===== config.mk =====
export PLATFORM = sky130hd
export DESIGN_NAME = bus_router
export DESIGN_NICKNAME = d
export VERILOG_FILES = /design/src/rtl/bus_router_pkg.sv /design/src/rtl/bus_router_decode.sv /design/src/rtl/bus_router.sv
export SDC_FILE = /design/constraint.sdc
export NUM_CORES = 1
export LEC_CHECK = 0
export ABC_AREA = 1
export CORE_AREA = 4 4 145 147
export CTS_CLUSTER_SIZE = 10
export DETAILED_ROUTE_END_ITERATION = 6
export DIE_AREA = 0 0 149 151
export PLACE_DENSITY = 0.81
export SLEW_MARGIN = 20
export SYNTH_ARGS = -nofsm -noshare
export SYNTH_HDL_FRONTEND = slang
export SYNTH_SLANG_ARGS = --single-unit
export TNS_END_PERCENT = 5

===== constraint.sdc =====
create_clock -name clock -period 4 [get_ports clock]
set_input_delay 0.4 -clock clock [delete_from_list [all_inputs] [get_ports clock]]
set_output_delay 0.4 -clock clock [all_outputs]
set_load 0.05 [all_outputs]

===== src/rtl/bus_router_pkg.sv =====
`default_nettype none
// ============================================================================
// Module      : bus_router_pkg
// Description : Shared configuration for the bus router: address map, target
//               indices, FSM state type and an address-range helper.
// Revision    : 1.0 - initial release
// ============================================================================
package bus_router_pkg;

    typedef enum logic [1:0] {
        ST_IDLE  = 2'd0,
        ST_ISSUE = 2'd1,
        ST_WAIT  = 2'd2,
        ST_RESP  = 2'd3
    } state_t;

    localparam int unsigned c_num_slaves = 5;

    localparam logic [2:0] c_idx_rom   = 3'd0;
    localparam logic [2:0] c_idx_print = 3'd1;
    localparam logic [2:0] c_idx_clint = 3'd2;
    localparam logic [2:0] c_idx_clic  = 3'd3;
    localparam logic [2:0] c_idx_bram  = 3'd4;

    // Each window is [base, top).
    localparam logic [31:0] c_rom_base_addr   = 32'h0000_0000;
    localparam logic [31:0] c_rom_top_addr    = 32'h0000_4000;
    localparam logic [31:0] c_print_base_addr = 32'h1000_0000;
    localparam logic [31:0] c_print_top_addr  = 32'h1000_0100;
    localparam logic [31:0] c_clint_base_addr = 32'h0200_0000;
    localparam logic [31:0] c_clint_top_addr  = 32'h0201_0000;
    localparam logic [31:0] c_clic_base_addr  = 32'h0C00_0000;
    localparam logic [31:0] c_clic_top_addr   = 32'h0C01_0000;
    localparam logic [31:0] c_bram_base_addr  = 32'h8000_0000;
    localparam logic [31:0] c_bram_top_addr   = 32'h8001_0000;

    function automatic logic in_range(input logic [31:0] addr,
                                      input logic [31:0] base,
                                      input logic [31:0] top);
        return (addr >= base) && (addr < top);
    endfunction

endpackage
`default_nettype wire


===== src/rtl/bus_router_decode.sv =====
`default_nettype none
// ============================================================================
// Module      : bus_decode
// Description : Combinational address decoder returning hit flag, target
//               index and target base address.
// Revision    : 1.0 - initial release
// ============================================================================
module bus_decode
    import bus_router_pkg::*;
(
    input  logic [31:0] i_addr,
    input  logic [31:0] i_host_addr,
    output logic        o_hit,
    output logic [2:0]  o_index,
    output logic [31:0] o_base
);

    always_comb begin
        o_hit   = 1'b1;
        o_index = c_idx_bram;
        o_base  = 32'h0;
        // The tohost word lives in bram but is addressed absolutely.
        if (i_addr == i_host_addr) begin
            o_index = c_idx_bram;
            o_base  = 32'h0;
        end else if (in_range(i_addr, c_bram_base_addr, c_bram_top_addr)) begin
            o_index = c_idx_bram;
            o_base  = c_bram_base_addr;
        end else if (in_range(i_addr, c_clic_base_addr, c_clic_top_addr)) begin
            o_index = c_idx_clic;
            o_base  = c_clic_base_addr;
        end else if (in_range(i_addr, c_clint_base_addr, c_clint_top_addr)) begin
            o_index = c_idx_clint;
            o_base  = c_clint_base_addr;
        end else if (in_range(i_addr, c_print_base_addr, c_print_top_addr)) begin
            o_index = c_idx_print;
            o_base  = c_print_base_addr;
        end else if (in_range(i_addr, c_rom_base_addr, c_rom_top_addr)) begin
            o_index = c_idx_rom;
            o_base  = c_rom_base_addr;
        end else begin
            o_hit   = 1'b0;
            o_index = c_idx_rom;
            o_base  = 32'h0;
        end
    end

endmodule
`default_nettype wire


===== src/rtl/bus_router.sv =====
`default_nettype none
// ============================================================================
// Module      : bus_router
// Description : Single-outstanding request router from one memory port to
//               five slaves, with decode-miss and timeout error replies.
// Revision    : 1.0 - initial release
// ============================================================================
module bus_router
    import bus_router_pkg::*;
#(
    parameter int unsigned TIMEOUT = 256
) (
    input  logic                      clock,
    input  logic                      reset,
    input  logic                      memory_valid,
    input  logic                      memory_instr,
    input  logic [31:0]               memory_addr,
    input  logic [31:0]               memory_wdata,
    input  logic [3:0]                memory_wstrb,
    output logic [31:0]               memory_rdata,
    output logic                      memory_error,
    output logic                      memory_ready,
    input  logic [31:0]               host_addr,
    output logic [c_num_slaves-1:0]   slv_valid,
    output logic                      slv_instr,
    output logic [31:0]               slv_addr,
    output logic [31:0]               slv_wdata,
    output logic [3:0]                slv_wstrb,
    input  logic [32*c_num_slaves-1:0] slv_rdata,
    input  logic [c_num_slaves-1:0]   slv_ready,
    output logic                      proto_err
);

    localparam logic [15:0] c_timeout = 16'(TIMEOUT);

    state_t                  r_state;
    logic [2:0]              r_sel;
    logic [15:0]             r_count;
    logic                    r_miss_hold;
    logic [c_num_slaves-1:0] r_slv_valid;
    logic                    r_slv_instr;
    logic [31:0]             r_slv_addr;
    logic [31:0]             r_slv_wdata;
    logic [3:0]              r_slv_wstrb;
    logic                    r_memory_ready;
    logic                    r_memory_error;
    logic [31:0]             r_memory_rdata;
    logic                    r_proto_err;

    logic                    w_hit;
    logic [2:0]              w_index;
    logic [31:0]             w_base;
    logic [c_num_slaves-1:0] w_onehot;
    logic                    w_sel_ready;
    logic [31:0]             w_sel_rdata;
    logic [31:0]             w_rdata_arr [c_num_slaves];

    bus_decode u_decode (
        .i_addr      (memory_addr),
        .i_host_addr (host_addr),
        .o_hit       (w_hit),
        .o_index     (w_index),
        .o_base      (w_base)
    );

    for (genvar g = 0; g < c_num_slaves; g++) begin : g_rdata_split
        assign w_rdata_arr[g] = slv_rdata[32*g +: 32];
    end

    assign w_onehot    = c_num_slaves'(1) << w_index;
    assign w_sel_ready = slv_ready[r_sel];
    assign w_sel_rdata = w_rdata_arr[r_sel];

    always_ff @(posedge clock) begin
        if (reset) begin
            r_state        <= ST_IDLE;
            r_sel          <= '0;
            r_count        <= '0;
            r_miss_hold    <= 1'b0;
            r_slv_valid    <= '0;
            r_slv_instr    <= 1'b0;
            r_slv_addr     <= '0;
            r_slv_wdata    <= '0;
            r_slv_wstrb    <= '0;
            r_memory_ready <= 1'b0;
            r_memory_error <= 1'b0;
            r_memory_rdata <= '0;
            r_proto_err    <= 1'b0;
        end else begin
            r_slv_valid <= '0;
            if (memory_valid && (r_state != ST_IDLE)) begin
                r_proto_err <= 1'b1;
            end
            case (r_state)
                ST_IDLE: begin
                    if (memory_valid) begin
                        r_slv_instr <= memory_instr;
                        r_slv_wdata <= memory_wdata;
                        r_slv_wstrb <= memory_wstrb;
                        r_slv_addr  <= memory_addr - w_base;
                        r_sel       <= w_index;
                        r_count     <= '0;
                        if (w_hit) begin
                            r_slv_valid <= w_onehot;
                            r_state     <= ST_ISSUE;
                        end else begin
                            r_miss_hold <= 1'b1;
                            r_state     <= ST_RESP;
                        end
                    end
                end
                ST_ISSUE, ST_WAIT: begin
                    // A ready that coincides with expiry still wins.
                    if (w_sel_ready) begin
                        r_memory_ready <= 1'b1;
                        r_memory_error <= 1'b0;
                        r_memory_rdata <= w_sel_rdata;
                        r_state        <= ST_RESP;
                    end else if (r_count == c_timeout) begin
                        r_memory_ready <= 1'b1;
                        r_memory_error <= 1'b1;
                        r_memory_rdata <= '0;
                        r_state        <= ST_RESP;
                    end else begin
                        r_count <= r_count + 16'd1;
                        r_state <= ST_WAIT;
                    end
                end
                ST_RESP: begin
                    // A decode miss lingers one cycle so it answers with hit latency.
                    if (r_miss_hold) begin
                        r_miss_hold    <= 1'b0;
                        r_memory_ready <= 1'b1;
                        r_memory_error <= 1'b1;
                        r_memory_rdata <= '0;
                    end else begin
                        r_memory_ready <= 1'b0;
                        r_memory_error <= 1'b0;
                        r_memory_rdata <= '0;
                        r_state        <= ST_IDLE;
                    end
                end
                default: begin
                    r_state <= ST_IDLE;
                end
            endcase
        end
    end

    assign slv_valid    = r_slv_valid;
    assign slv_instr    = r_slv_instr;
    assign slv_addr     = r_slv_addr;
    assign slv_wdata    = r_slv_wdata;
    assign slv_wstrb    = r_slv_wstrb;
    assign memory_ready = r_memory_ready;
    assign memory_error = r_memory_error;
    assign memory_rdata = r_memory_rdata;
    assign proto_err    = r_proto_err;

endmodule
`default_nettype wire


==> flow_summary_export.csv <==
group,metric,value,unit
yosys,ys_seq_area_frac,0.374,
cells_and_area,fin_cells,1588,
power_and_ir_drop,switching_share,0.441,
grt,global_route.usage.met1,0.260,
power_and_ir_drop,ir_drop,0.380,mV
yosys,synthCells,958,
placed_design,count_of_input_and_output_buffers,377,
floorplanning,initial_core_util,0.352,
timing,timing.clock.skew,8.24,ps
yosys,area_leader_netlist,"sky130_fd_sc_hd__dfxtp_1",
grt,gr_util_all_layers,0.230,
cts,tritoncts,"built",
route,detailedRoute.firstPassIterationCount,5,
cts,ctsLongestPathBuffers,2,
placed_design,placedCellCount,1552,
worst_hold_path,worst_hold_path_type,"reg -> reg",
cells_and_area,post_route_cells_drive_above_1_share,0.0434,
yosys,synth_flop_cell,"sky130_fd_sc_hd__dfxtp_1",
grt,first_global_vias,7688,
power_and_ir_drop,cellLeakagePower,4.46,nW
yosys,largest_family_of_logic_cells_by_synthesized_area,"compound AO/OA/AOI/OAI gates",
yosys,synth_adder_area_share,0.0189,
route,drt_first_iter_violations,314,
yosys,synthXorXnorAreaFrac,0.0575,
setup_path,reg2regPathDepth,9,
worst_hold_path,min-delay-start,"slv_addr[21]$_SDFFE_PP0P_",
setup_path,setup.worst_path.end_class,"flip-flop",
timing,hold_viol,0,
setup_path,worst_ep_required_time,4360,ps
grt,gr-max-usage-layer,"met2",
cts,cts-htree-levels,4,
setup_path,crit_path_cell_trace,"clkdlybuf4s50_1 > nor2_1 > nand2_1 > nor2_1 > and3_1 > nand2_1 > nand2_1 > nor2_1 > ha_1 > fa_1 > o21ai_0 > nor2_1 > nand2_1 > nand3b_1 > nand3_1 > nand2_1",
cts,root_buffer,"sky130_fd_sc_hd__clkbuf_16",
cells_and_area,filler_cell_count,1811,
yosys,synth_top_area_share,0.374,
worst_hold_path,hold_path_end,"slv_addr[21]$_SDFFE_PP0P_",
floorplanning,fp.dieArea,0.0225,sq mm
cells_and_area,summed_area_of_non_filler_cells_in_the_final_layout,0.0116,sq mm
route,total_vias_in_the_final_route,8166,
setup_path,timing.setup.critical_path_class,"in -> reg",
setup_path,critical_path.max_stage_delay,520,ps
cells_and_area,area.growth.synth_to_final,65.0,%
grt,first_pass_grt_wire_length,41000,microns
yosys,ys_top_cells_by_area,"sky130_fd_sc_hd__dfxtp_1 (37%), sky130_fd_sc_hd__nand2_1 (12%), sky130_fd_sc_hd__a21oi_1 (8.6%)",
placed_design,half_perimeter_wire_length_after_placement,20800,microns
cts,postCtsSetupBuffers,0,
yosys,synth-seq-cells,131,
timing,actual_transition_at_the_worst_max_transition_pin,847,ps
cts,cts-resized-gates,0,
cts,clk_transition_reported_paths,60,ps
cts,clock_latency,410,ps
timing,finalSetupTns,0,ps
job,maxCapViolCount,0,
yosys,synth_area,0.00701,sq mm
yosys,synth_enable_flop_cells,0,
route,drcViolationCount,0,
setup_path,timing.critical_path.mode_cell,"sky130_fd_sc_hd__nand2_1",
route,wl_per_cell,17.2,microns
timing,layout_worst_path_cycle_share,0.759,
route,route.antenna.remaining_nets,0,
yosys,post_synth.cell_area_avg,7.31,sq um
setup_path,worst-r2r-setup-slack,980,ps
timing,setup_violations,0,
grt,globalRouteMet3Util,0.0682,
grt,antenna_found_initial,4,
route,average_vias_per_placed_instance,5.14,
floorplanning,std_cell_rows,52,
timing,slew_headroom,0.434,
setup_path,cpMaxStageDelayCell,"sky130_fd_sc_hd__clkdlybuf4s50_1",
cts,cts_made_buffers,17,
yosys,mappedNetlistNets,1237,
cells_and_area,layout.core_utilization,0.581,
yosys,leading_cell_types_by_count_after_synthesis,"sky130_fd_sc_hd__nand2_1 (218), sky130_fd_sc_hd__dfxtp_1 (131), sky130_fd_sc_hd__a21oi_1 (120), sky130_fd_sc_hd__nor2_1 (73), sky130_fd_sc_hd__a22o_1 (53)",
cells_and_area,multi_input_comb_area,0.00392,sq mm
cts,clock_sinks,131,
placed_design,gp_routability_congestion,0.929,
timing,rsz_0062_raised_after_global_routing,"no",
yosys,async_flop_share,0,
floorplanning,die-width,149,microns
power_and_ir_drop,clock_power_share,0.237,
run_status,outcome,"complete, no violations",
setup_path,r2r_end,"memory_rdata[5]$_SDFFE_PP0P_",
grt,pin_count_of_the_biggest_net_entering_global_routing,66,
timing,max_freq,0.329,GHz
power_and_ir_drop,power_per_cell_area,558,mW/mm^2
timing,fin_hold_ws,447,ps
timing,final_max_slew_viol_count,0,
placed_design,place_area,0.0110,sq mm
setup_path,critPathMaxFanout,5,
power_and_ir_drop,pwr-share-seq,0.282,
setup_path,arrival_worst_endpoint,3390,ps
yosys,yosys-mux-area-fraction,0,
yosys,synth-warning-count,0,
cells_and_area,sequential_cell_area,0.00262,sq mm
setup_path,setup.worst_path.start_class,"input pin",
cells_and_area,final_nets,1580,
worst_hold_path,worstHoldPathCells,2,
power_and_ir_drop,combPwrFrac,0.481,
floorplanning,io_pins,378,
yosys,post_synth_num_cell_types,37,
route,wirelength,27300,microns
grt,grt_use_met2,0.403,
power_and_ir_drop,p_switching,0.00285,W
setup_path,critical_r2r_launch,"r_state[0]$_SDFFE_PP0P_",
yosys,yosysMostFrequentCell,"sky130_fd_sc_hd__nand2_1",
grt,grt.overflow.total,0,
timing,layout_min_cycle_time,3040,ps
power_and_ir_drop,internal_portion_of_total_power,0.00360,W
yosys,synth_compound_area_frac,0.270,
setup_path,path_buf_inv,1,
yosys,post_synth_and_or_nand_nor_area_fraction,0.211,
floorplanning,fp.dieH,151,microns
floorplanning,placeableCoreArea,0.0199,sq mm
setup_path,cp_top_family,"simple AND/OR/NAND/NOR gates",
cts,hold_buffers,0,
-- worst max-delay path by stage --
stage | startpoint | endpoint | slack (ps) | cells past startpoint
3_5_place_dp | memory_addr[26] | slv_addr[31]$_SDFFE_PP0P_ | 560 | 16
2_1_floorplan | memory_addr[26] | slv_addr[31]$_SDFFE_PP0P_ | 1550 | 16
3_3_place_gp | memory_addr[26] | slv_addr[31]$_SDFFE_PP0P_ | 670 | 16
5_1_grt | memory_addr[26] | slv_addr[31]$_SDFFE_PP0P_ | 680 | 17
4_1_cts | r_state[0]$_SDFFE_PP0P_ | memory_rdata[31]$_SDFFE_PP0P_ | 980 | 9
6_report | memory_addr[26] | slv_addr[31]$_SDFFE_PP0P_ | 960 | 16
-- worst reg2reg max path, stage by stage (launching register included) --
cell and delay (ps):
sky130_fd_sc_hd__dfxtp_1 350, sky130_fd_sc_hd__inv_1 70, sky130_fd_sc_hd__ha_1 420, sky130_fd_sc_hd__inv_1 360, sky130_fd_sc_hd__a21oi_1 150, sky130_fd_sc_hd__a21oi_4 450
sky130_fd_sc_hd__nand2_2 490, sky130_fd_sc_hd__buf_12 330, sky130_fd_sc_hd__o21ai_0 210, sky130_fd_sc_hd__a21oi_1 80
-- area by class of cell --
class / instances / area share
antenna: 4 / 0.000866
clock buffer: 18 / 0.0371
clock inverter: 14 / 0.0123
inverter: 51 / 0.0166
multi-input combinational: 709 / 0.339
sequential: 131 / 0.227
tap: 270 / 0.0292
timing repair buffer: 391 / 0.338
-- through the flow --
step	setup slack, ps	total power [W]
2_1_floorplan	1550	0.00379
3_3_place_gp	670	0.00492
3_5_place_dp	559	0.00495
4_1_cts	982	0.00650
5_1_grt	681	0.00678
6_report	964	0.00645
-- power by group through the flow --
| stage | sequential [W] | combinational [W] | clock, W |
|---|---|---|---|
| 4_1_cts | 0.00182 | 0.00312 | 0.00156 |
| 2_1_floorplan | 0.00289 | 0.000894 | 0 |
| 3_3_place_gp | 0.00183 | 0.00309 | 0 |
| 3_5_place_dp | 0.00184 | 0.00312 | 0 |
| 6_report | 0.00182 | 0.00310 | 0.00153 |
| 5_1_grt | 0.00186 | 0.00330 | 0.00162 |
-- cell families after synthesis --
family,after synthesis
AOI/OAI and AO/OA,294
xor gates and xnor gates,46
and+or+nand+nor,359
DFF,131
buffers and inverters,118
adders and majority gates,10
-- layer usage --
metal  part of all wire  wire length, microns  vias to the layer above
li1                   -                     -                     4029
met4              0.027                   727                        0
met3              0.087                  2380                       45
met2               0.49                 13400                      336
met1               0.39                 10700                     3756
met5                  0                     0                        -
-- cells in the final DEF (no fill, tap or decap), types with 3 or more instances in the layout --
cell type / n
sky130_fd_sc_hd__buf_4: 12
sky130_fd_sc_hd__nor2_1: 71
sky130_fd_sc_hd__nand2_1: 218
sky130_fd_sc_hd__clkdlybuf4s50_1: 377
sky130_fd_sc_hd__xor2_1: 14
sky130_fd_sc_hd__a211oi_1: 32
sky130_fd_sc_hd__ha_1: 9
sky130_fd_sc_hd__nor3_1: 7
sky130_fd_sc_hd__a21oi_1: 120
sky130_fd_sc_hd__diode_2: 4
sky130_fd_sc_hd__xnor2_1: 32
sky130_fd_sc_hd__inv_6: 6
sky130_fd_sc_hd__inv_2: 4
sky130_fd_sc_hd__nand3_1: 39
sky130_fd_sc_hd__a22o_1: 53
sky130_fd_sc_hd__o21ai_1: 3
sky130_fd_sc_hd__clkbuf_16: 17
sky130_fd_sc_hd__inv_1: 47
sky130_fd_sc_hd__a221oi_1: 31
sky130_fd_sc_hd__o21ai_0: 47
sky130_fd_sc_hd__nand4_1: 13
sky130_fd_sc_hd__dfxtp_1: 130
-- flip-flops by register name (all words and copies together), names as in the netlist --
name	count
r_sel	3
slv_valid	5
slv_wdata	32
memory_rdata	32
proto_err	1
r_miss_hold	1
r_state	2
slv_instr	1
memory_ready	1
slv_wstrb	4
r_count	16
slv_addr	32
memory_error	1
No activity file was read; power rests on OpenSTA's default activity.
